==> src/rtl/dac_frame_sched_if.sv <==
// Source, control and DAC word handshake bundle around the stereo frame scheduler.
interface dac_frame_sched_if #(
    parameter int unsigned DW    = 24,
    parameter int unsigned CNT_W = 16
) ();
    logic             enable;
    logic             src_sel;
    logic             mute;
    logic             underrun_mode;
    logic             s0_valid;
    logic             s0_ready;
    logic [DW-1:0]    s0_left;
    logic [DW-1:0]    s0_right;
    logic             s1_valid;
    logic             s1_ready;
    logic [DW-1:0]    s1_left;
    logic [DW-1:0]    s1_right;
    logic             word_valid;
    logic             word_ready;
    logic [DW-1:0]    data_word;
    logic             word_is_right;
    logic             active_src;
    logic [CNT_W-1:0] underrun_cnt;

    // Scheduler side: masters the DAC word stream.
    modport master (
        input  enable, src_sel, mute, underrun_mode,
        input  s0_valid, s0_left, s0_right, s1_valid, s1_left, s1_right, word_ready,
        output s0_ready, s1_ready, word_valid, data_word, word_is_right, active_src, underrun_cnt
    );

    modport slave (
        output enable, src_sel, mute, underrun_mode,
        output s0_valid, s0_left, s0_right, s1_valid, s1_left, s1_right, word_ready,
        input  s0_ready, s1_ready, word_valid, data_word, word_is_right, active_src, underrun_cnt
    );
endinterface

==> src/rtl/dac_frame_sched.sv <==
// Stereo frame scheduler: one-frame pending buffer, left/right word sequencing,
// frame-aligned source switch, mute and underrun fill toward the DAC interface.
module dac_frame_sched #(
    parameter int unsigned DW    = 24,
    parameter int unsigned CNT_W = 16
) (
    input  logic              clk,
    input  logic              rst,
    dac_frame_sched_if.master bus
);
    typedef enum logic [1:0] {
        ST_IDLE   = 2'd0,
        ST_SEND_L = 2'd1,
        ST_SEND_R = 2'd2
    } state_t;

    localparam logic [CNT_W-1:0] CNT_MAX = '1;

    state_t           r_state;
    logic             r_pend_full;
    logic             r_pend_tag;
    logic [DW-1:0]    r_pend_l;
    logic [DW-1:0]    r_pend_r;
    logic [DW-1:0]    r_last_l;
    logic [DW-1:0]    r_last_r;
    logic [DW-1:0]    r_cur_r;
    logic [DW-1:0]    r_data_word;
    logic             r_word_valid;
    logic             r_word_is_right;
    logic             r_active_src;
    logic [CNT_W-1:0] r_underrun_cnt;

    logic             w_s0_hs;
    logic             w_s1_hs;
    logic             w_accept;
    logic             w_boundary;
    logic             w_load_pend;
    logic             w_underrun;
    logic             w_zero;
    logic [DW-1:0]    w_nxt_l;
    logic [DW-1:0]    w_nxt_r;

    assign bus.s0_ready      = ~r_pend_full & ~bus.src_sel;
    assign bus.s1_ready      = ~r_pend_full &  bus.src_sel;
    assign bus.word_valid    = r_word_valid;
    assign bus.data_word     = r_data_word;
    assign bus.word_is_right = r_word_is_right;
    assign bus.active_src    = r_active_src;
    assign bus.underrun_cnt  = r_underrun_cnt;

    assign w_s0_hs     = bus.s0_valid & ~r_pend_full & ~bus.src_sel;
    assign w_s1_hs     = bus.s1_valid & ~r_pend_full &  bus.src_sel;
    assign w_accept    = r_word_valid & bus.word_ready;
    assign w_boundary  = (r_state == ST_SEND_R) & w_accept;
    assign w_load_pend = r_pend_full & bus.enable & ((r_state == ST_IDLE) | w_boundary);
    assign w_underrun  = ~r_pend_full & bus.enable & w_boundary;

    // Next frame: pending data, or last frame on an underrun; zeroed by mute or zero-fill mode.
    assign w_zero  = bus.mute | (~r_pend_full & ~bus.underrun_mode);
    assign w_nxt_l = w_zero ? '0 : (r_pend_full ? r_pend_l : r_last_l);
    assign w_nxt_r = w_zero ? '0 : (r_pend_full ? r_pend_r : r_last_r);

    always_ff @(posedge clk) begin
        if (rst) begin
            r_state         <= ST_IDLE;
            r_pend_full     <= 1'b0;
            r_pend_tag      <= 1'b0;
            r_pend_l        <= '0;
            r_pend_r        <= '0;
            r_last_l        <= '0;
            r_last_r        <= '0;
            r_cur_r         <= '0;
            r_data_word     <= '0;
            r_word_valid    <= 1'b0;
            r_word_is_right <= 1'b0;
            r_active_src    <= 1'b0;
            r_underrun_cnt  <= '0;
        end else begin
            // A source handshake only happens while pending is empty, so it never meets a load.
            if (w_s0_hs | w_s1_hs) begin
                r_pend_full <= 1'b1;
                r_pend_tag  <= w_s1_hs;
                r_pend_l    <= w_s1_hs ? bus.s1_left  : bus.s0_left;
                r_pend_r    <= w_s1_hs ? bus.s1_right : bus.s0_right;
            end else if (w_load_pend) begin
                r_pend_full <= 1'b0;
            end

            if (w_load_pend | w_underrun) begin
                r_state         <= ST_SEND_L;
                r_word_valid    <= 1'b1;
                r_word_is_right <= 1'b0;
                r_data_word     <= w_nxt_l;
                r_cur_r         <= w_nxt_r;
            end else if ((r_state == ST_SEND_L) && w_accept) begin
                r_state         <= ST_SEND_R;
                r_word_is_right <= 1'b1;
                r_data_word     <= r_cur_r;
            end else if (w_boundary) begin
                r_state         <= ST_IDLE;
                r_word_valid    <= 1'b0;
                r_word_is_right <= 1'b0;
            end

            // Last frame keeps pre-mute data so a repeat after unmute is meaningful.
            if (w_load_pend) begin
                r_last_l     <= r_pend_l;
                r_last_r     <= r_pend_r;
                r_active_src <= r_pend_tag;
            end

            if (w_underrun && (r_underrun_cnt != CNT_MAX)) begin
                r_underrun_cnt <= r_underrun_cnt + CNT_W'(1);
            end
        end
    end
endmodule

==> src/flat_wrapper.sv <==
// flat-port wrapper written by rule: the top's interface ports become plain ports
module dac_frame_sched_flat 
#(
    parameter int unsigned DW    = 24,
    parameter int unsigned CNT_W = 16
)
  (clk, rst, bus_enable, bus_src_sel, bus_mute, bus_underrun_mode, bus_s0_valid, bus_s0_left, bus_s0_right, bus_s1_valid, bus_s1_left, bus_s1_right, bus_word_ready, bus_s0_ready, bus_s1_ready, bus_word_valid, bus_data_word, bus_word_is_right, bus_active_src, bus_underrun_cnt);
  dac_frame_sched_if #(.DW(DW), .CNT_W(CNT_W)) bus_i ();
  input  logic clk;
  input  logic rst;
  input wire logic [$bits(bus_i.enable)-1:0] bus_enable;
  input wire logic [$bits(bus_i.src_sel)-1:0] bus_src_sel;
  input wire logic [$bits(bus_i.mute)-1:0] bus_mute;
  input wire logic [$bits(bus_i.underrun_mode)-1:0] bus_underrun_mode;
  input wire logic [$bits(bus_i.s0_valid)-1:0] bus_s0_valid;
  input wire logic [$bits(bus_i.s0_left)-1:0] bus_s0_left;
  input wire logic [$bits(bus_i.s0_right)-1:0] bus_s0_right;
  input wire logic [$bits(bus_i.s1_valid)-1:0] bus_s1_valid;
  input wire logic [$bits(bus_i.s1_left)-1:0] bus_s1_left;
  input wire logic [$bits(bus_i.s1_right)-1:0] bus_s1_right;
  input wire logic [$bits(bus_i.word_ready)-1:0] bus_word_ready;
  output wire logic [$bits(bus_i.s0_ready)-1:0] bus_s0_ready;
  output wire logic [$bits(bus_i.s1_ready)-1:0] bus_s1_ready;
  output wire logic [$bits(bus_i.word_valid)-1:0] bus_word_valid;
  output wire logic [$bits(bus_i.data_word)-1:0] bus_data_word;
  output wire logic [$bits(bus_i.word_is_right)-1:0] bus_word_is_right;
  output wire logic [$bits(bus_i.active_src)-1:0] bus_active_src;
  output wire logic [$bits(bus_i.underrun_cnt)-1:0] bus_underrun_cnt;
  assign bus_i.enable = bus_enable;
  assign bus_i.src_sel = bus_src_sel;
  assign bus_i.mute = bus_mute;
  assign bus_i.underrun_mode = bus_underrun_mode;
  assign bus_i.s0_valid = bus_s0_valid;
  assign bus_i.s0_left = bus_s0_left;
  assign bus_i.s0_right = bus_s0_right;
  assign bus_i.s1_valid = bus_s1_valid;
  assign bus_i.s1_left = bus_s1_left;
  assign bus_i.s1_right = bus_s1_right;
  assign bus_i.word_ready = bus_word_ready;
  assign bus_s0_ready = bus_i.s0_ready;
  assign bus_s1_ready = bus_i.s1_ready;
  assign bus_word_valid = bus_i.word_valid;
  assign bus_data_word = bus_i.data_word;
  assign bus_word_is_right = bus_i.word_is_right;
  assign bus_active_src = bus_i.active_src;
  assign bus_underrun_cnt = bus_i.underrun_cnt;
  dac_frame_sched #(.DW(DW), .CNT_W(CNT_W)) u_core (.clk(clk), .rst(rst), .bus(bus_i));
endmodule
==> config.mk <==
export PLATFORM = sky130hd
export DESIGN_NAME = dac_frame_sched_flat
export DESIGN_NICKNAME = d
export VERILOG_FILES = /design/src/rtl/dac_frame_sched_if.sv /design/src/rtl/dac_frame_sched.sv /design/src/flat_wrapper.sv
export SDC_FILE = /design/constraint.sdc
export NUM_CORES = 1
export LEC_CHECK = 0
export BUFFER_PORTS_ARGS = -buffer_cell sky130_fd_sc_hd__buf_2
export CAP_MARGIN = 40
export CORE_MARGIN = 2
export CORE_UTILIZATION = 24
export DETAILED_ROUTE_END_ITERATION = 6
export PLACE_DENSITY = 0.51
export RECOVER_POWER = 25
export SLEW_MARGIN = 20
export SYNTH_ARGS = -nofsm -noshare
export SYNTH_HDL_FRONTEND = slang
export SYNTH_SLANG_ARGS = --single-unit
==> constraint.sdc <==
create_clock -name clk -period 1.7 [get_ports clk]
set_input_delay 0 -clock clk [delete_from_list [all_inputs] [get_ports clk]]
set_output_delay 0 -clock clk [all_outputs]
set_load 0.02 [all_outputs]
==> qor.txt, run 1 <==
Status: finished, violations left
Violated checks: hold timing
Placer Congestion: 0.753
Routed wire length: 21800 microns
DIE WIDTH: 180 microns
DR WL/cell: 14.6 microns
CP required: 2.07 ns
Clock Skews: 0.00999 ns
CTS Sinks: 166
Share of cells above drive strength 1: 19.7%
Input/output buffers: 149
Net count, final: 1187
Synthesized area: 7470 sq um
Gr ovfl total: 0
Post-CTS setup repair buffer count: 0
Synth Area in Simple Gates: 18.8%
Cells on worst reg2reg path: 4
Fin crit share: 96.5%
Pre-CTS setup slack: 0.0152 ns
Final WS setup: 0.0591 ns
VDD IR max: 0.000612 V
Main combinational cell family by area after synthesis: simple AND/OR/NAND/NOR gates
Post-synth top area cell: dfxtp_1
Worst slew margin: 58.3%
Most frequent cells in the layout: dfxtp_1 (162), nand2_1 (130), mux2i_1 (121)
FMAX: 609 MHz
Syn_nets: 958
Vias in the first global route: 6531
Hold Path Depth: 3
Commonest non-fill, non-tap cell in the layout: dfxtp_1
Number of synthesized flops with an enable pin: 0
Root buffer cell: clkbuf_16
Crit path from: u_core.r_pend_full
Initial antenna violation count: 0
1st-iter DRT viols: 373
Slew @ Worst Pin: 0.625 ns
Clock Tree Buf Depth: 2
Count of final setup violators: 0
Crit path kind: reg2reg
Total Negative Setup Slacks: 0 ns
Mux share of post-synthesis cell area: 16.7%
Skew-Pair Late Insertion Delay: 0.43 ns
Final Util: 33.9%
GR Util All Layers: 13.3%
Seq/Total Area, Yosys: 44.5%
DP HPWL: 13900 microns
Synth Area in Compound Gates: 15.2%
Yosys cell types: 45
Largest fanout on the critical path: 10
Post-Synth XOR/XNOR Area: 0%
DP Area: 8870 sq um
CP startpoint kind: flip-flop
WHS: -0.0147 ns
Final hold violations: 1
Worst Hold End: u_core.r_pend_l[18]
Leak: 0.00424 uW
Post-synth ARST share: 0%
Slack of the worst reg-to-reg path: 0.06 ns
Syn. warnings: 0
CTS tree: yes
Avg Inst Size Synth: 8.76 sq um
Critical Path Sink Type: flip-flop
R2R Path Start: u_core.r_pend_full
Antenna cells: 0
Worst hold start: bus_s1_left[18]
Slew Limit Fails: 0
I/O pins: 150
First-pass GRT wire length: 35000 microns
DR vias/cell: 4.46
Initial Util: 24.4%
Power density cells: 911 nW/um^2
Fin area: 10400 sq um
Area of the core: 30600 sq um
H-tree lvl count: 4
Iteration count of the initial detailed-routing pass: 5
Synth Area in Adders: 0.168%
Die H: 180 microns
Top FF cell, synth: dfxtp_1
Crit path DAT: 2.01 ns
Synth top area cells: dfxtp_1 (45%), mux2i_1 (16%), a211oi_1 (7.2%)
DRC: 0
Max-cap violations: 0
Via Count: 6646
Antenna viol nets, final: 0
Share of the synthesized area in the top cell type: 44.5%
FF-to-FF End: u_core.bus.underrun_cnt[4]
Die area: 32500 sq um
Tightest Hold Check Type: in2reg
Row cnt: 64
Layout area overhead: 38.9%
Fin crit period: 1.64 ns
Syn Inst Count: 852
Pin count of the biggest net entering global routing: 77
Clk pin slew, worst setup/hold paths: 0.08 ns
CTS buffer count: 17
FF+latch count, synth: 166
RSZ-0062 raised after global routing: yes
-- critical path, cell delays in order, from the launching register on --
cell and delay, ns:
dfxtp_4 0.37, and4bb_4 0.39, nand2_2 0.15, or4_4 0.55
a21oi_2 0.12
-- synth_stat cells (4+ instances only) --
master / count
nor2_1: 103
nand2_1: 131
buf_4: 6
clkbuf_1: 38
nor2b_1: 5
a21oi_1: 87
buf_2: 23
nand4_1: 4
dfxtp_1: 166
or3_1: 28
nand3_1: 8
a211oi_1: 72
mux2i_1: 121
o31ai_1: 5
and4_1: 6
-- what timing repair did --
| action | in CTS | in global routing |
|---|---|---|
| endpoints found under the hold margin | 48 | 0 |
| endpoints found under the setup margin | 0 | 16 |
| hold buffers | 92 | 0 |
| gates resized for setup | 0 | 7 |
-- per-stage QoR --
step | total power (uW) | instances
floorplan | 5090 | 852
global placement | 5590 | 1366
detailed placement | 5600 | 1366
CTS | 9590 | 1490
global route | 9890 | 1490
finish | 9440 | 1490
-- final cells by class --
cell class,instances,area [sq um]
inverter,3,11.3
tap,396,495
multi-input combinational,612,3870
fill,3183,20200
sequential,166,3340
clock inverter,15,158
timing repair buffer,281,2080
clock buffer,17,425
-- worst max path at each step --
stage / endpoint / cells past startpoint
finish: u_core.bus.underrun_cnt[4] / 4
CTS: u_core.bus.underrun_cnt[4] / 7
detailed placement: u_core.bus.underrun_cnt[4] / 7
global route: u_core.bus.underrun_cnt[4] / 4
global placement: u_core.bus.underrun_cnt[4] / 7
floorplan: u_core.bus.underrun_cnt[11] / 5
-- cells by family (layout without fill, tap and decap cells) --
family	after synthesis	count (layout)
buffers and inverters	74	316
multiplexers	124	124
adder cells (fa/ha/maj)	1	1
AND/OR/NAND/NOR	307	307
AO/OA/AOI/OAI	180	180
flip-flops	166	166
-- state kept, by name, summed over array words and instances, names as in the netlist --
name / flops
u_core.bus.data_word: 24
u_core.r_cur_r: 24
u_core.r_last_l: 24
u_core.r_last_r: 24
u_core.r_pend_l: 24
u_core.r_pend_r: 24
u_core.bus.underrun_cnt: 16
u_core.r_state: 2
u_core.bus.active_src: 1
u_core.bus.word_valid: 1
u_core.r_pend_full: 1
u_core.r_pend_tag: 1
-- where the power goes --
| group | leakage (uW) | internal (uW) | switching, uW |
|---|---|---|---|
| clock network | 0.000277 | 1960 | 1830 |
| registers | 0.00136 | 4090 | 172 |
| logic | 0.00261 | 646 | 738 |
-- layer usage --
metal	routed length, microns	share of wire, %	global-route usage [%]
met1	10400	48	17.8
met2	10400	48	22.3
met3	782	3.6	2.00
met4	221	1.0	3.81
met5	0	0	0
No activity file was read; power rests on OpenSTA's default activity.
==> run 2: changes to the inputs <==
==> constraint.sdc (replaced) <==
create_clock -name clk -period 1.7 [get_ports clk]
set_input_delay 0 -clock clk [delete_from_list [all_inputs] [get_ports clk]]
set_output_delay 0 -clock clk [all_outputs]
set_load 0.1 [all_outputs]
==> run 2 against run 1 <==
The flow still finishes with violations (hold timing). Worst hold slack worse by 0.0087 ns. Critical path depth is 1 higher. Sequential share of layout area is 0.50 points higher. Final area is 0.13% higher. Largest cell class unchanged. Clock skew is 0.0028 ns higher. Sequential cell count stayed put. Routed wire length is 1.3% higher. Combinational power is 22% higher. Maximum frequency is 0.42% higher. First-iteration DRC count is 11% lower. Core utilization hardly changed. Via count is 0.38% higher.
==> qor.txt, run 2 (same netlist as run 1, synthesis figures left out) <==
Leak: 0.00429 uW (+1.2%)
Input/output buffers: 149 (unchanged)
Inst Count DP: 1354 (-0.88%)
DIE WIDTH: 180 microns (unchanged)
CTS Sinks: 166 (unchanged)
Root buffer cell: clkbuf_16
Area of the core: 30600 sq um (unchanged)
Largest fanout on the critical path: 6 (-4)
Iteration count of the initial detailed-routing pass: 5 (unchanged)
Net count, final: 1177 (-0.84%)
Row cnt: 64 (unchanged)
FMAX: 612 MHz (+0.42%)
Via Count: 6671 (+0.38%)
Final non-filler cell total: 1480 (-0.67%)
Power density cells: 920 nW/um^2 (+1.0%)
DR WL/cell: 14.9 microns (+2.0%)
Fin crit period: 1.63 ns (-0.00691 ns)
H-tree lvl count: 4 (unchanged)
1st-iter DRT viols: 331 (-11%)
Max-cap violations: 0 (unchanged)
Slew @ Worst Pin: 0.594 ns (-0.0319 ns)
Placer Congestion: 0.772 (+2.5%)
Total power: 9550 uW (+1.1%)
DP HPWL: 14400 microns (+3.9%)
CP startpoint kind: flip-flop
GR Util met1: 17.8% (about the same)
GR Util All Layers: 13.4% (+0.11 points)
Status: finished, violations left
Pin count of the biggest net entering global routing: 66 (-14%)
Crit path kind: reg2reg
Vias in the first global route: 6487 (-0.67%)
RSZ-0062 raised after global routing: yes
GRT busiest layer: met2
Hold Path Depth: 3 (unchanged)
First-pass GRT wire length: 35300 microns (+0.73%)
Gr ovfl total: 0 (unchanged)
Antenna cells: 0 (unchanged)
CTS buffer count: 17 (unchanged)
Met2 GRT Util: 22.4% (+0.092 points)
Initial antenna violation count: 0 (unchanged)
Die H: 180 microns (unchanged)
Share of cells above drive strength 1: 23.3% (+3.7 points)
Commonest non-fill, non-tap cell in the layout: dfxtp_1
Clk pin slew, worst setup/hold paths: 0.08 ns (about the same)
Die area: 32500 sq um (unchanged)
Skew-Pair Late Insertion Delay: 0.43 ns (about the same)
Clock Tree Buf Depth: 2 (unchanged)
Fin crit share: 96.1% (-0.41 points)
Total Negative Setup Slacks: 0 ns (unchanged)
Cells on worst reg2reg path: 5 (+1)
Routed wire length: 22100 microns (+1.3%)
Most frequent cells in the layout: dfxtp_1 (147), nand2_1 (130), mux2i_1 (121)
GR met3 Demand/Resource: 2.45% (+0.44 points)
DRC: 0 (unchanged)
Final hold violations: 3 (+2)
DR vias/cell: 4.51 (+1.1%)
Clock Skews: 0.0128 ns (+0.00278 ns)
Violated checks: hold timing
WHS: -0.0234 ns (-0.00869 ns)
Worst slew margin: 60.6% (+2.3 points)
Antenna viol nets, final: 0 (unchanged)
VDD IR max: 0.000657 V (+7.3%)
Layout area overhead: 39.1%
CP required: 2.00 ns (-0.07 ns)
Count of final setup violators: 0 (unchanged)
I/O pins: 150 (unchanged)
Tightest Hold Check Type: in2reg
Critical Path Sink Type: flip-flop
CTS tree: yes
Initial Util: 24.4% (unchanged)
Crit path DAT: 1.94 ns (-0.07 ns)
Slew Limit Fails: 0 (unchanged)
-- run 2: cell count changes in the layout (fill, tap and decap cells not counted), sizes merged --
cell    change
buf        -14
clkbuf      +5
inv         -1
-- run 2: timing repair --
item,CTS,global route
buffers inserted,0,2
resized for setup,0,10
hold buffers,92,0
hold endpoints to repair,59,0
setup endpoints to repair,0,34
-- run 2: power by group --
part	internal, uW	total [uW]	switching [uW]
combinational	652	1680	1030
clock	1910	3620	1710
sequential	4070	4250	176
-- run 2: routing by layer --
| metal | vias up | wire length [microns] |
|---|---|---|
| met2 | 115 | 10500 |
| met1 | 3082 | 10600 |
| met4 | 0 | 265 |
| met5 | - | 0 |
| li1 | 3457 | - |
| met3 | 17 | 745 |
-- run 2: worst paths after layout --
kind                                 end  slack (ns)                  startpoint
min                  u_core.r_pend_r[18]       -0.02            bus_s0_right[18]
max          u_core.bus.underrun_cnt[10]        0.07  u_core.bus.underrun_cnt[0]
max reg2reg  u_core.bus.underrun_cnt[10]        0.07  u_core.bus.underrun_cnt[0]
min reg2reg           u_core.r_cur_r[19]        0.45          u_core.r_cur_r[19]
-- run 2: worst max-delay path: stages (launching register included) --
cell     delay (ns)
dfxtp_4        0.38
ha_4           0.14
and4_1         0.22
nand4_1        0.21
nor3_1         0.22
mux2_1         0.34
-- run 2: area by class of cell --
type | count | area (sq um)
Clock buffer | 18 | 429
Clock inverter | 14 | 118
Fill cell | 3170 | 20200
Inverter | 3 | 11.3
Multi-Input combinational cell | 612 | 3890
Sequential cell | 166 | 3390
Tap cell | 396 | 495
Timing Repair Buffer | 271 | 2050
-- run 2: stage by stage --
| step | utilization, % | area, sq um | setup slack [ns] |
|---|---|---|---|
| 4_1_cts | 33.8 | 10300 | 0.0141 |
| 6_report | 33.9 | 10400 | 0.0660 |
| 2_1_floorplan | - | 7570 | -0.188 |
| 5_1_grt | 33.9 | 10400 | -0.00863 |
| 3_5_place_dp | 29.0 | 8860 | 0.0300 |
| 3_3_place_gp | 29.0 | 8860 | 0.0480 |
==> run 3: changes to the inputs <==
--- a/config.mk
+++ b/config.mk
@@ -9,6 +9,7 @@
 export CAP_MARGIN = 40
 export CORE_MARGIN = 2
 export CORE_UTILIZATION = 24
+export CTS_BUF_LIST = sky130_fd_sc_hd__clkbuf_16
 export DETAILED_ROUTE_END_ITERATION = 6
 export PLACE_DENSITY = 0.51
 export RECOVER_POWER = 25
==> run 3 against run 2 <==
The run still ends with hold timing left. Sequential power about the same. Largest cell class unchanged. Routed wire length about the same. Power about the same. Via count shrank 0.31%.
==> qor.txt, run 3 (same netlist as run 1, synthesis figures left out) <==
CTS buffer count: 17 (unchanged)
Slew @ Worst Pin: 0.594 ns (+0.00000787 ns)
Iteration count of the initial detailed-routing pass: 6 (+1)
Power density cells: 919 nW/um^2 (about the same)
Total power: 9550 uW (about the same)
DIE WIDTH: 180 microns (unchanged)
Routed wire length: 22100 microns (about the same)
DRC: 0 (unchanged)
CP endpoint: u_core.bus.underrun_cnt[10]
Pre-CTS setup slack: 0.0300 ns (unchanged)
Placer Congestion: 0.772 (unchanged)
I/O pins: 150 (unchanged)
Commonest non-fill, non-tap cell in the layout: dfxtp_1
DR vias/cell: 4.49 (-0.31%)
1st-iter DRT viols: 342 (+3.3%)
Violated checks: hold timing
R2R Path Start: u_core.bus.underrun_cnt[0]
Crit path from: u_core.bus.underrun_cnt[0]
FF-to-FF End: u_core.bus.underrun_cnt[10]
Pin count of the biggest net entering global routing: 66 (unchanged)
Initial Util: 24.4% (unchanged)
Largest fanout on the critical path: 6 (unchanged)
CP required: 2.00 ns (about the same)
Status: finished, violations left
CP startpoint kind: flip-flop
Worst hold start: bus_s0_right[18]
Fin area: 10400 sq um (unchanged)
GR Util All Layers: 13.4% (unchanged)
Final Util: 33.9% (unchanged)
Leak: 0.00430 uW (about the same)
WHS: -0.0301 ns (-0.00665 ns)
Cells on worst reg2reg path: 5 (unchanged)
VDD IR max: 0.000663 V (+0.87%)
Worst slew margin: 60.6% (about the same)
Max-cap violations: 0 (unchanged)
CTS tree: yes
Final hold violations: 3 (unchanged)
Root buffer cell: clkbuf_16
Crit path kind: reg2reg
Skew-Pair Late Insertion Delay: 0.43 ns (about the same)
RSZ-0062 raised after global routing: yes
Antenna viol nets, final: 0 (unchanged)
Final WS setup: 0.0660 ns (+0.0000467 ns)
Count of final setup violators: 0 (unchanged)
Initial antenna violation count: 0 (unchanged)
Area of the core: 30600 sq um (unchanged)
First-pass GRT wire length: 35300 microns (unchanged)
Fin crit share: 96.1% (about the same)
Row cnt: 64 (unchanged)
DP Area: 8860 sq um (unchanged)
Antenna cells: 0 (unchanged)
Via Count: 6650 (-0.31%)
Die area: 32500 sq um (unchanged)
Clock Tree Buf Depth: 2 (unchanged)
Gr ovfl total: 0 (unchanged)
Most frequent cells in the layout: dfxtp_1 (147), nand2_1 (130), mux2i_1 (121)
Crit path DAT: 1.94 ns (about the same)
Share of cells above drive strength 1: 23.3% (unchanged)
Input/output buffers: 149 (unchanged)
DP HPWL: 14400 microns (unchanged)
Layout area overhead: 39.1% (unchanged)
Hold Path Depth: 3 (unchanged)
Clock Skews: 0.0165 ns (+0.00374 ns)
CTS Sinks: 166 (unchanged)
Slew Limit Fails: 0 (unchanged)
Total Negative Setup Slacks: 0 ns (unchanged)
Critical Path Sink Type: flip-flop
Slack of the worst reg-to-reg path: 0.07 ns (about the same)
H-tree lvl count: 4 (unchanged)
Die H: 180 microns (unchanged)
Tightest Hold Check Type: in2reg
Net count, final: 1177 (unchanged)
FMAX: 612 MHz (about the same)
Vias in the first global route: 6487 (unchanged)
Fin crit period: 1.63 ns (-0.0000467 ns)
Clk pin slew, worst setup/hold paths: 0.08 ns (about the same)
DR WL/cell: 14.9 microns (about the same)
[run 3: per-stage QoR]
stage	hold slack, ns	cells
after floorplan	0.0978	852
after global placement	0.304	1354
after detailed placement	0.311	1354
after CTS	0.00511	1478
after global routing	0.00482	1480
final	-0.0301	1480
[run 3: metal layers]
layer / global-route usage, % / vias up / part of all wire (%)
li1: - / 3460 / -
met3: 2.45 / 15 / 3.2
met5: 0 / - / 0
met2: 22.4 / 116 / 47
met4: 3.71 / 0 / 1.2
met1: 17.8 / 3059 / 48
[run 3: worst min-delay path by stage]
stage / end / slack [ns]
global route: u_core.r_pend_r[18] / 0.005
detailed placement: u_core.r_pend_tag / 0.31
finish: u_core.r_pend_r[18] / -0.03
global placement: u_core.r_pend_tag / 0.30
CTS: u_core.r_pend_l[18] / 0.005
floorplan: bus_s0_ready / 0.1
[run 3: timing repair]
item / CTS / global route
hold buffers: 92 / 0
endpoints found under the setup margin: 0 / 34
hold endpoints to repair: 59 / 0
resized for setup: 0 / 10
buffers inserted: 0 / 2
[run 3: worst max-delay path: stages, from the launching register on]
cell and delay, ns:
dfxtp_4 0.38, ha_4 0.14, and4_1 0.22, nand4_1 0.21
nor3_1 0.22, mux2_1 0.34
[run 3: report_power, final]
group	leakage [uW]	internal [uW]	switching, uW
Clock	0.000264	1900	1720
Sequential	0.00137	4070	176
Combinational	0.00266	652	1030
[run 3: area by class of cell]
class / count / area (sq um)
Clock buffer: 17 / 425
Clock inverter: 15 / 121
Fill cell: 3170 / 20200
Inverter: 3 / 11.3
Multi-Input combinational cell: 612 / 3890
Sequential cell: 166 / 3390
Tap cell: 396 / 495
Timing Repair Buffer: 271 / 2050
